### src/rtl/uart_imem_loader_pkg.sv
// Shared FSM encoding and frame constants for the UART imem loader.
// Checksum byte handling is enabled by UART_IMEM_LOADER_CSUM_EN.
package uart_imem_loader_pkg;

  typedef logic [2:0] state_t;

  localparam logic [2:0] ST_IDLE   = 3'd0;
  localparam logic [2:0] ST_LEN_H  = 3'd1;
  localparam logic [2:0] ST_LEN_L  = 3'd2;
  localparam logic [2:0] ST_DATA_H = 3'd3;
  localparam logic [2:0] ST_DATA_L = 3'd4;
  localparam logic [2:0] ST_CSUM   = 3'd5;
  localparam logic [2:0] ST_DONE   = 3'd6;
  localparam logic [2:0] ST_ERR    = 3'd7;

  localparam logic [7:0] SYNC_DEFAULT = 8'hA5;

  function automatic logic is_busy(input state_t s);
    return (s == ST_LEN_H) || (s == ST_LEN_L) ||
           (s == ST_DATA_H) || (s == ST_DATA_L) ||
           (s == ST_CSUM);
  endfunction

endpackage

### src/rtl/uart_imem_loader_timer.sv
// Inter-byte idle timer; term is high on the last allowed idle cycle.
module loader_timeout_timer #(
  parameter logic [23:0] TIMEOUT_CYC = 24'd1_000_000
) (
  input  logic i_clk,
  input  logic i_rst,
  input  logic clear,
  input  logic enable,
  output logic term
);

  logic [23:0] cnt;

  assign term = enable && (cnt == TIMEOUT_CYC - 24'd1);

  always_ff @(posedge i_clk or posedge i_rst) begin
    if (i_rst) begin
      cnt <= '0;
    end else if (clear || !enable) begin
      cnt <= '0;
    end else if (!term) begin
      cnt <= cnt + 24'd1;
    end
  end

endmodule

### src/rtl/uart_imem_loader.sv
// Boot loader: UART byte frames into the imem write port, holds CPU reset.
// Define UART_IMEM_LOADER_CSUM_EN to require the trailing checksum byte.
module uart_imem_loader
  import uart_imem_loader_pkg::*;
#(
  parameter int          ADDR_W      = 9,
  parameter logic [7:0]  SYNC_BYTE   = SYNC_DEFAULT,
  parameter logic [23:0] TIMEOUT_CYC = 24'd1_000_000
) (
  input  logic              i_clk,
  input  logic              i_rst,
  input  logic              i_rx_valid,
  input  logic [7:0]        i_rx_data,
  output logic              o_mem_we_h,
  output logic              o_mem_we_l,
  output logic [ADDR_W-1:0] o_mem_addr,
  output logic [7:0]        o_mem_din_h,
  output logic [7:0]        o_mem_din_l,
  output logic              o_cpu_rst,
  output logic              o_busy,
  output logic              o_done,
  output logic              o_err
);

  localparam logic [16:0] MAX_WORDS = 17'(1) << ADDR_W;

`ifdef UART_IMEM_LOADER_CSUM_EN
  localparam logic [2:0] ST_END = ST_CSUM;
`else
  localparam logic [2:0] ST_END = ST_DONE;
`endif

  state_t            state;
  state_t            state_d;
  logic [ADDR_W-1:0] addr;
  logic [15:0]       len;
  logic [7:0]        din_q;
  logic              busy;
  logic              tmo;
  logic              sync;
  logic [15:0]       len_n;
  logic              last_word;
  logic              sum_ok;

  assign busy      = is_busy(state);
  assign sync      = (i_rx_data == SYNC_BYTE);
  assign len_n     = {len[15:8], i_rx_data};
  assign last_word = (16'(addr) == len - 16'd1);

  loader_timeout_timer #(
    .TIMEOUT_CYC(TIMEOUT_CYC)
  ) u_timer (
    .i_clk (i_clk),
    .i_rst (i_rst),
    .clear (i_rx_valid || !busy),
    .enable(busy),
    .term  (tmo)
  );

`ifdef UART_IMEM_LOADER_CSUM_EN
  logic [7:0] sum;

  assign sum_ok = (i_rx_data == sum);

  // Running sum covers both length bytes and every data byte.
  always_ff @(posedge i_clk or posedge i_rst) begin
    if (i_rst) begin
      sum <= '0;
    end else if (i_rx_valid) begin
      unique case (1'b1)
        (state == ST_IDLE),
        (state == ST_ERR):    if (sync) sum <= '0;
        (state == ST_LEN_H),
        (state == ST_LEN_L),
        (state == ST_DATA_H),
        (state == ST_DATA_L): sum <= sum + i_rx_data;
        default: ;
      endcase
    end
  end
`else
  assign sum_ok = 1'b0;
`endif

  always_comb begin
    state_d = state;
    if (busy && tmo && !i_rx_valid) begin
      state_d = ST_ERR;
    end else if (i_rx_valid) begin
      unique case (1'b1)
        (state == ST_IDLE),
        (state == ST_ERR):    if (sync) state_d = ST_LEN_H;
        (state == ST_LEN_H):  state_d = ST_LEN_L;
        (state == ST_LEN_L): begin
          if ({1'b0, len_n} > MAX_WORDS) state_d = ST_ERR;
          else if (len_n == 16'd0)        state_d = ST_END;
          else                            state_d = ST_DATA_H;
        end
        (state == ST_DATA_H): state_d = ST_DATA_L;
        (state == ST_DATA_L):
          state_d = last_word ? ST_END : ST_DATA_H;
        (state == ST_CSUM):
          state_d = sum_ok ? ST_DONE : ST_ERR;
        (state == ST_DONE):   state_d = ST_DONE;
        default: ;
      endcase
    end
  end

  always_ff @(posedge i_clk or posedge i_rst) begin
    if (i_rst) begin
      state      <= ST_IDLE;
      addr       <= '0;
      len        <= '0;
      din_q      <= '0;
      o_mem_we_h <= 1'b0;
      o_mem_we_l <= 1'b0;
      o_mem_addr <= '0;
    end else begin
      state      <= state_d;
      o_mem_we_h <= 1'b0;
      o_mem_we_l <= 1'b0;
      if (i_rx_valid) begin
        unique case (1'b1)
          (state == ST_IDLE),
          (state == ST_ERR):    if (sync) addr <= '0;
          (state == ST_LEN_H):  len[15:8] <= i_rx_data;
          (state == ST_LEN_L):  len[7:0]  <= i_rx_data;
          (state == ST_DATA_H): begin
            o_mem_we_h <= 1'b1;
            o_mem_addr <= addr;
            din_q      <= i_rx_data;
          end
          (state == ST_DATA_L): begin
            o_mem_we_l <= 1'b1;
            o_mem_addr <= addr;
            din_q      <= i_rx_data;
            addr       <= addr + 1'b1;
          end
          default: ;
        endcase
      end
    end
  end

  assign o_mem_din_h = din_q;
  assign o_mem_din_l = din_q;
  assign o_busy      = busy;
  assign o_done      = (state == ST_DONE);
  assign o_cpu_rst   = (state != ST_DONE);
  assign o_err       = (state == ST_ERR);

endmodule

### config.mk
export PLATFORM = sky130hd
export DESIGN_NAME = uart_imem_loader
export DESIGN_NICKNAME = d
export VERILOG_FILES = /design/src/rtl/uart_imem_loader_pkg.sv /design/src/rtl/uart_imem_loader_timer.sv /design/src/rtl/uart_imem_loader.sv
export SDC_FILE = /design/constraint.sdc
export NUM_CORES = 1
export LEC_CHECK = 0
export CAP_MARGIN = 20
export CORE_MARGIN = 4
export CORE_UTILIZATION = 45
export CTS_BUF_LIST = sky130_fd_sc_hd__clkbuf_8
export CTS_CLUSTER_DIAMETER = 150
export DETAILED_ROUTE_END_ITERATION = 6
export PLACE_DENSITY = 0.66
export RECOVER_POWER = 100
export SYNTH_ARGS = -nofsm -noshare
export SYNTH_HDL_FRONTEND = slang
export SYNTH_HIERARCHICAL = 1
export SYNTH_SLANG_ARGS = --single-unit
### constraint.sdc
create_clock -name i_clk -period 6.35 [get_ports i_clk]
set_clock_uncertainty 0.15 [all_clocks]
set_input_delay 1.27 -clock i_clk [delete_from_list [all_inputs] [get_ports i_clk]]
set_output_delay 1.27 -clock i_clk [all_outputs]
set_load 0.05 [all_outputs]
==> results.md <==
- Via count of the first global-routing pass: 2,869
- Critical Path AT: 3.67 ns
- Clock root buffer: clkbuf_8
- Tightest slew margin relative to the limit: -48.6%
- Ys Warns: 6
- Most frequent cells after synthesis: 71 x dfrtp_1, 35 x nand2_1, 30 x mux2_2
- Final setup TNS: 0 ns
- IO buf count: 41
- Die area: 9990 um2
- Insertion delay of the later-clocked pin in the worst-skew pair: 0.35 ns
- Final worst setup slack: 2.54 ns
- Number of flops mapped to enable cells by yosys: 0
- Setup crit end kind: asynchronous set/reset pin
- Top post-synthesis cells by area: dfrtp_1 47%, mux2_2 8.9%, nand2_1 3.5%
- Nets: 438
- Final hold violations: 0
- Clock buffer count from CTS: 9
- Portion of total power attributed to the clock network: 29.7%
- Power density relative to cell area: 311 nW/um2
- Largest net degree at the start of global routing: 48
- Total instance count after detailed placement: 517
- Clock-pin slew of the registers on the worst-case setup and hold paths: 0.07 ns
- Start-to-end type of the worst setup path: input port to asynchronous set/reset pin
- Setup bufs post-CTS: 0
- Buffer levels on the longest clock path: 2
- Antenna violations before repair: 0
- Post-DR wirelength/cell: 15.7 um
- Starting DRT DRC Count: 112
- Number of nets with antenna violations after routing: 0
- Standard cell core area: 8220 um2
- TritonCTS clock tree: yes
- Post-layout instance count excluding filler cells: 534
- Height of the chip: 100 um
- Area share of the largest cell type after synthesis: 46.7%
- DP Worst Slack: 2.71 ns
- Required @ worst endpoint: 6.21 ns
- Number of clock sinks: 71
- First-pass detailed-route iteration total: 4
- Status: complete, but fails checks
- Number of slew-limit violations in the final report: 43
- Relative area change from synthesis to final layout: 17.6%
- Max-cap check violation count: 1
- Startpoint type of the worst setup path: input port
- Total GRT Usage: 18.1%
- Post-synthesis area per instance: 9.73 um2
- Syn_nets: 405
- Final setup violation count: 0
- Max rail drop VDD: 0.282 mV
- Critical Path Fanout Max: 42
- Cells resized by post-CTS repair: 0
- Leading area contributor after synthesis: dfrtp_1
- RSZ-0062 raised after global routing: false
- Sequential cell area fraction in the yosys report: 46.7%
- Pin slew with the least headroom to its limit: 2.23 ns
- Violations in the final reports: max-capacitance violations, max-slew violations
- H-Tree Depth: 3
- Highest attainable clock frequency: 0.263 GHz
- Count of unresolved DRC violations after routing: 0
- Leakage: 1.89 nW
- Share of cells above drive strength 1: 12.4%
- Final Routed Wirelength: 8400 um
- Number of cell rows: 33
- Switch share: 36.6%
- Total standard cell area after synthesis: 3810 um2
- Post-detail-place hpwl: 5920 um
- Count of cell types in the netlist: 51
- DR vias: 3,042
- Fraction of the core area covered by cells at the end of the flow: 54.5%
- Remaining Overflow, GRT: 0
- Via density per instance: 5.70
- Number of hold buffers added after CTS: 0
- Io pins: 42
- HP Class: flip-flop to flip-flop
- Number of synthesized register bits: 71
- Power dissipated by switching net loads: 0.510 mW
- Sequential power share: 39.4%
- Diode count: 0
- Most instantiated flip-flop cell in the synthesis netlist: dfrtp_1
- Leading cell type by number of instances after synthesis: dfrtp_1
- Number of instances in the synthesized netlist: 391
- Comb pwr share: 30.9%
- Time the final worst path needs with I/O delays and setup: 3.81 ns
- Final std cell area, no fill: 4470 um2
- Internal power of the cells: 0.883 mW
- Final critical-path share of the clock period: 60.0%
- Placed instance area: 4250 um2
- Async S/R FF share, synth: 100%
- Die span in x: 100 um
- Placer congestion estimate: 0.864
- Starting density of the core: 46.3%
- Global-route wire length before repair: 14,400 um
kinds of logic after synthesis:
logic type,after synthesis,share of synthesized area [%]
flip-flops,71,46.7
multiplexers,34,9.93
adder cells (fa/ha/maj),3,0.986
AND/OR/NAND/NOR,159,22.7
AO/OA/AOI/OAI,72,11.1
buffers and inverters,33,4.14
XOR/XNOR,19,4.37
power groups by stage:
stage	clock network, mW	logic [mW]	registers, mW
finish	0.413	0.431	0.549
global route	0.447	0.459	0.559
CTS	0.425	0.455	0.551
detailed placement	0	0.453	0.559
global placement	0	0.450	0.558
floorplan	0	0.264	0.629
per-stage QoR:
stage / total power, mW / hold slack, ns
floorplan: 0.893 / 0.322
global placement: 1.01 / 0.341
detailed placement: 1.01 / 0.344
CTS: 1.43 / 0.360
global route: 1.47 / 0.385
finish: 1.39 / 0.352
flip-flops by register name, summed over array words and instances, names as in the netlist:
| register | count |
|---|---|
| o_mem_din_h | 8 |
| len | 16 |
| o_mem_we_h | 1 |
| addr | 9 |
| o_mem_we_l | 1 |
| state | 3 |
| u_timer/cnt | 24 |
| o_mem_addr | 9 |
cell type report:
cell class                 count  area (um2)
timing repair buffer          44         422
multi-input combinational    287        1870
sequential                    71        1780
clock buffer                  11         151
fill                         720        3740
inverter                      11        41.3
tap                          105         131
clock inverter                 5        80.1
metal layers:
metal | vias to the layer above | wire (um) | GRT usage [%]
met5 | - | 0 | 0
met4 | 0 | 125 | 8.40
met3 | 12 | 357 | 3.34
met2 | 70 | 4120 | 28.7
met1 | 1468 | 3800 | 24.2
li1 | 1492 | - | -
cell usage in the layout (no fill, tap or decap), drive strengths merged, types with 2 or more instances in the layout:
master,n
dfrtp,71
nand2,35
dlygate4sd3,34
mux2,30
o21ai,28
nor2,26
a21oi,23
nor3,14
nand3,14
clkbuf,14
or4,13
nand4,12
inv,10
xnor2,10
nand2b,9
xor2,9
nor4,8
clkdlybuf4s50,7
o31ai,6
and3,6
or3,5
mux2i,4
and2,4
and4,4
ha,3
nor2b,2
o211ai,2
nor3b,2
a21o,2
bufinv,2
clkinvlp,2
nor4b,2
a21boi,2
clkinv,2
or3b,2
path summary, 6_finish.rpt:
check / start / endpoint / slack [ns] / cells past startpoint
hold / removal: o_mem_addr[1]$_DFFE_PP0P_ / o_mem_addr[1]$_DFFE_PP0P_ / 0.35 / 1
min in group asynchronous: i_rst / o_mem_addr[0]$_DFFE_PP0P_ / 1.14 / 2
max in group i_clk: state[1]$_DFFE_PP0P_ / o_busy / 2.59 / 3
setup reg to reg: len[0]$_DFFE_PP0P_ / state[2]$_DFFE_PP0P_ / 3.40 / 8
setup / recovery: i_rst / state[0]$_DFFE_PP0P_ / 2.54 / 3
hold reg to reg: o_mem_addr[1]$_DFFE_PP0P_ / o_mem_addr[1]$_DFFE_PP0P_ / 0.35 / 1
critical path, cell delays in order:
cell	delay [ns]
dlygate4sd3_1	0.56
inv_1	0.19
clkbuf_1	1.62
No activity file was read; power rests on OpenSTA's default activity.
==> RTL change (config.mk and constraints unchanged) <==
Add a define of `UART_IMEM_LOADER_CSUM_EN`.
--- a/src/rtl/uart_imem_loader.sv
+++ b/src/rtl/uart_imem_loader.sv
@@ -1,4 +1,6 @@
 // Boot loader: UART byte frames into the imem write port, holds CPU reset.
 // Define UART_IMEM_LOADER_CSUM_EN to require the trailing checksum byte.
+`define UART_IMEM_LOADER_CSUM_EN
+
 module uart_imem_loader
   import uart_imem_loader_pkg::*;
Formal check against the unedited RTL: not equivalent (a bounded check fails within 4 cycles, from zero or initial values and one cycle with i_rst high).
==> RTL change against the unedited design <==
- the flow still finishes with violations (capacitance limit, slew limit)
- fmax shrank 13%
- wire length grew 19%
- core utilization fell by 1.8 points
- global-route usage up 0.37 points
- via count is 18% higher
- setup slack got worse by 0.57 ns
- sequential cell count increased by 8
- cell area increased by 16%
- combinational power increased by 78%
- register-to-register slack got worse by 0.12 ns
- total power is 32% higher
- area after synthesis rose by 20%
- critical endpoint is now o_mem_din_h[5]
==> RTL change: results (changes against the unedited design) <==
[clock_tree]
cts.clk_slew.worst_paths_ns = 0.09  ; +0.02 ns
insertion_delay_ns = 0.35  ; about the same
htreeDepth = 3  ; unchanged
cts_resized = 0  ; unchanged
cts.root.buffer_cell = clkbuf_8
clockBufferDepth = 2  ; unchanged
postCtsSetupRepairBufs = 0  ; unchanged
cts-buffers-inserted = 9  ; unchanged

[outcome]
status = complete, but fails checks
violations = capacitance limit, slew limit

[power]
ir_worst_vdd_mv = 0.251  ; -11%
leakagePower_nw = 2.16  ; +14%

[critical_path]
crit_arrival_ns = 4.03  ; +0.36 ns
crit_fanout = 55  ; +31%

[yosys]
ys_async_sr_fraction = 1.00  ; unchanged
synth-compound-area-share = 0.141  ; +0.0291
synth_top_family_by_area = simple AND/OR/NAND/NOR gates
synth.area.top_cells = dfrtp_1 43%, mux2_2 7.4%, nand2_1 3.2%, xor2_1 3.1%, o21ai_0 2.9%
ys_warn_count = 6  ; unchanged
ys_seq_area_frac = 0.434  ; -0.0324
synth_xor_area_frac = 0.0520  ; +0.00824
syn-num-nets = 487  ; +20%
synth_fa_ha_area_frac = 0.0319  ; +0.0220
ys_types = 63  ; +24%
synthFlopType = dfrtp_1
synthMuxAreaShare = 0.0830  ; -0.0162
synth_common_cells = 79 x dfrtp_1, 39 x nand2_1, 30 x mux2_2

[routing]
drt-vias-per-instance = 5.68  ; -0.27%
initialDrtViolationCount = 245  ; +120%
dr.pass1.iters = 4  ; unchanged
wl_um = 10000  ; +19%
drcViolationCount = 0  ; unchanged

[placed_design]
portBuffers = 41  ; unchanged
gp_congestion = 0.871  ; +0.79%
hpwlAfterDp_um = 7360  ; +24%
placed_area_mm2 = 0.00500  ; +18%

[global_routing]
gr-usage-all-layers = 0.185  ; +0.00370
grt_pass1_vias = 3544  ; +24%
antenna_found_initial = 0  ; unchanged
grt_max_degree = 56  ; +17%
grt_pass1_wl_um = 17300  ; +20%

[sta]
slew_headroom = -1.00  ; -0.515
finalMaxSlewViolations = 56  ; +30%

[flow_run]
cap_violations = 1  ; unchanged

[min_path]
timing.hold.worst.class = flop to flop

[layout]
fin_nets = 515  ; +18%
top_regs = u_timer/cnt: 24 flops, len: 16 flops
insertedDiodeCount = 0  ; unchanged
drive_gt1_frac = 0.127  ; +0.00296

## RTL change: worst max-delay path, stage by stage
cell	delay (ns)
dlygate4sd3_1	0.56
clkinv_1	0.05
clkbuf_1	2.11
## RTL change: per-stage QoR
stage	power, W	hold WS, ns	setup slack [ns]	cells
final	0.00184	0.353	1.97	631
after global routing	0.00195	0.375	1.37	631
after CTS	0.00188	0.354	2.56	631
after detailed placement	0.00153	0.335	2.43	615
after global placement	0.00151	0.329	2.48	614
after floorplan	0.00133	0.308	3.10	465
## RTL change: metal layers
metal	track usage	vias up	part of all wire
met4	0.0712	0	0.019
li1	-	1750	-
met2	0.296	67	0.49
met1	0.251	1753	0.47
met3	0.0310	15	0.025
met5	0	-	0
## RTL change: cell families after synthesis
logic type,Yosys count
adder cells (fa/ha/maj),11
flip-flops,79
XOR/XNOR,27
buffers and inverters,46
AO/OA/AOI/OAI,97
multiplexers,34
AND/OR/NAND/NOR,171
## RTL change: worst paths after layout
path	from	endpoint	slack (ns)	cells past startpoint
max	i_rst	o_mem_din_h[5]	1.97	3
max reg2reg	state[2]	state[2]	3.28	12
min in group asynchronous	i_rst	u_timer/cnt[14]	1.45	2
min	sum[7]	sum[7]	0.35	1
max in group i_clk	i_rx_valid	o_mem_addr[0]	2.48	6
min reg2reg	sum[7]	sum[7]	0.35	1
## RTL change: where the power goes
part	switching, W	internal, W
registers	0.000119	0.000605
logic	0.000472	0.000294
clock network	0.000202	0.000146
total	0.000793	0.00104
## RTL change: cell type report
cell class	instances	area [um2]
clock buffers	9	124
clock inverters	7	56.3
fillers	944	4650
inverters	19	71.3
multi-input cells	340	2350
flip-flops and latches	79	1980
well taps	133	166
repair buffers	44	422
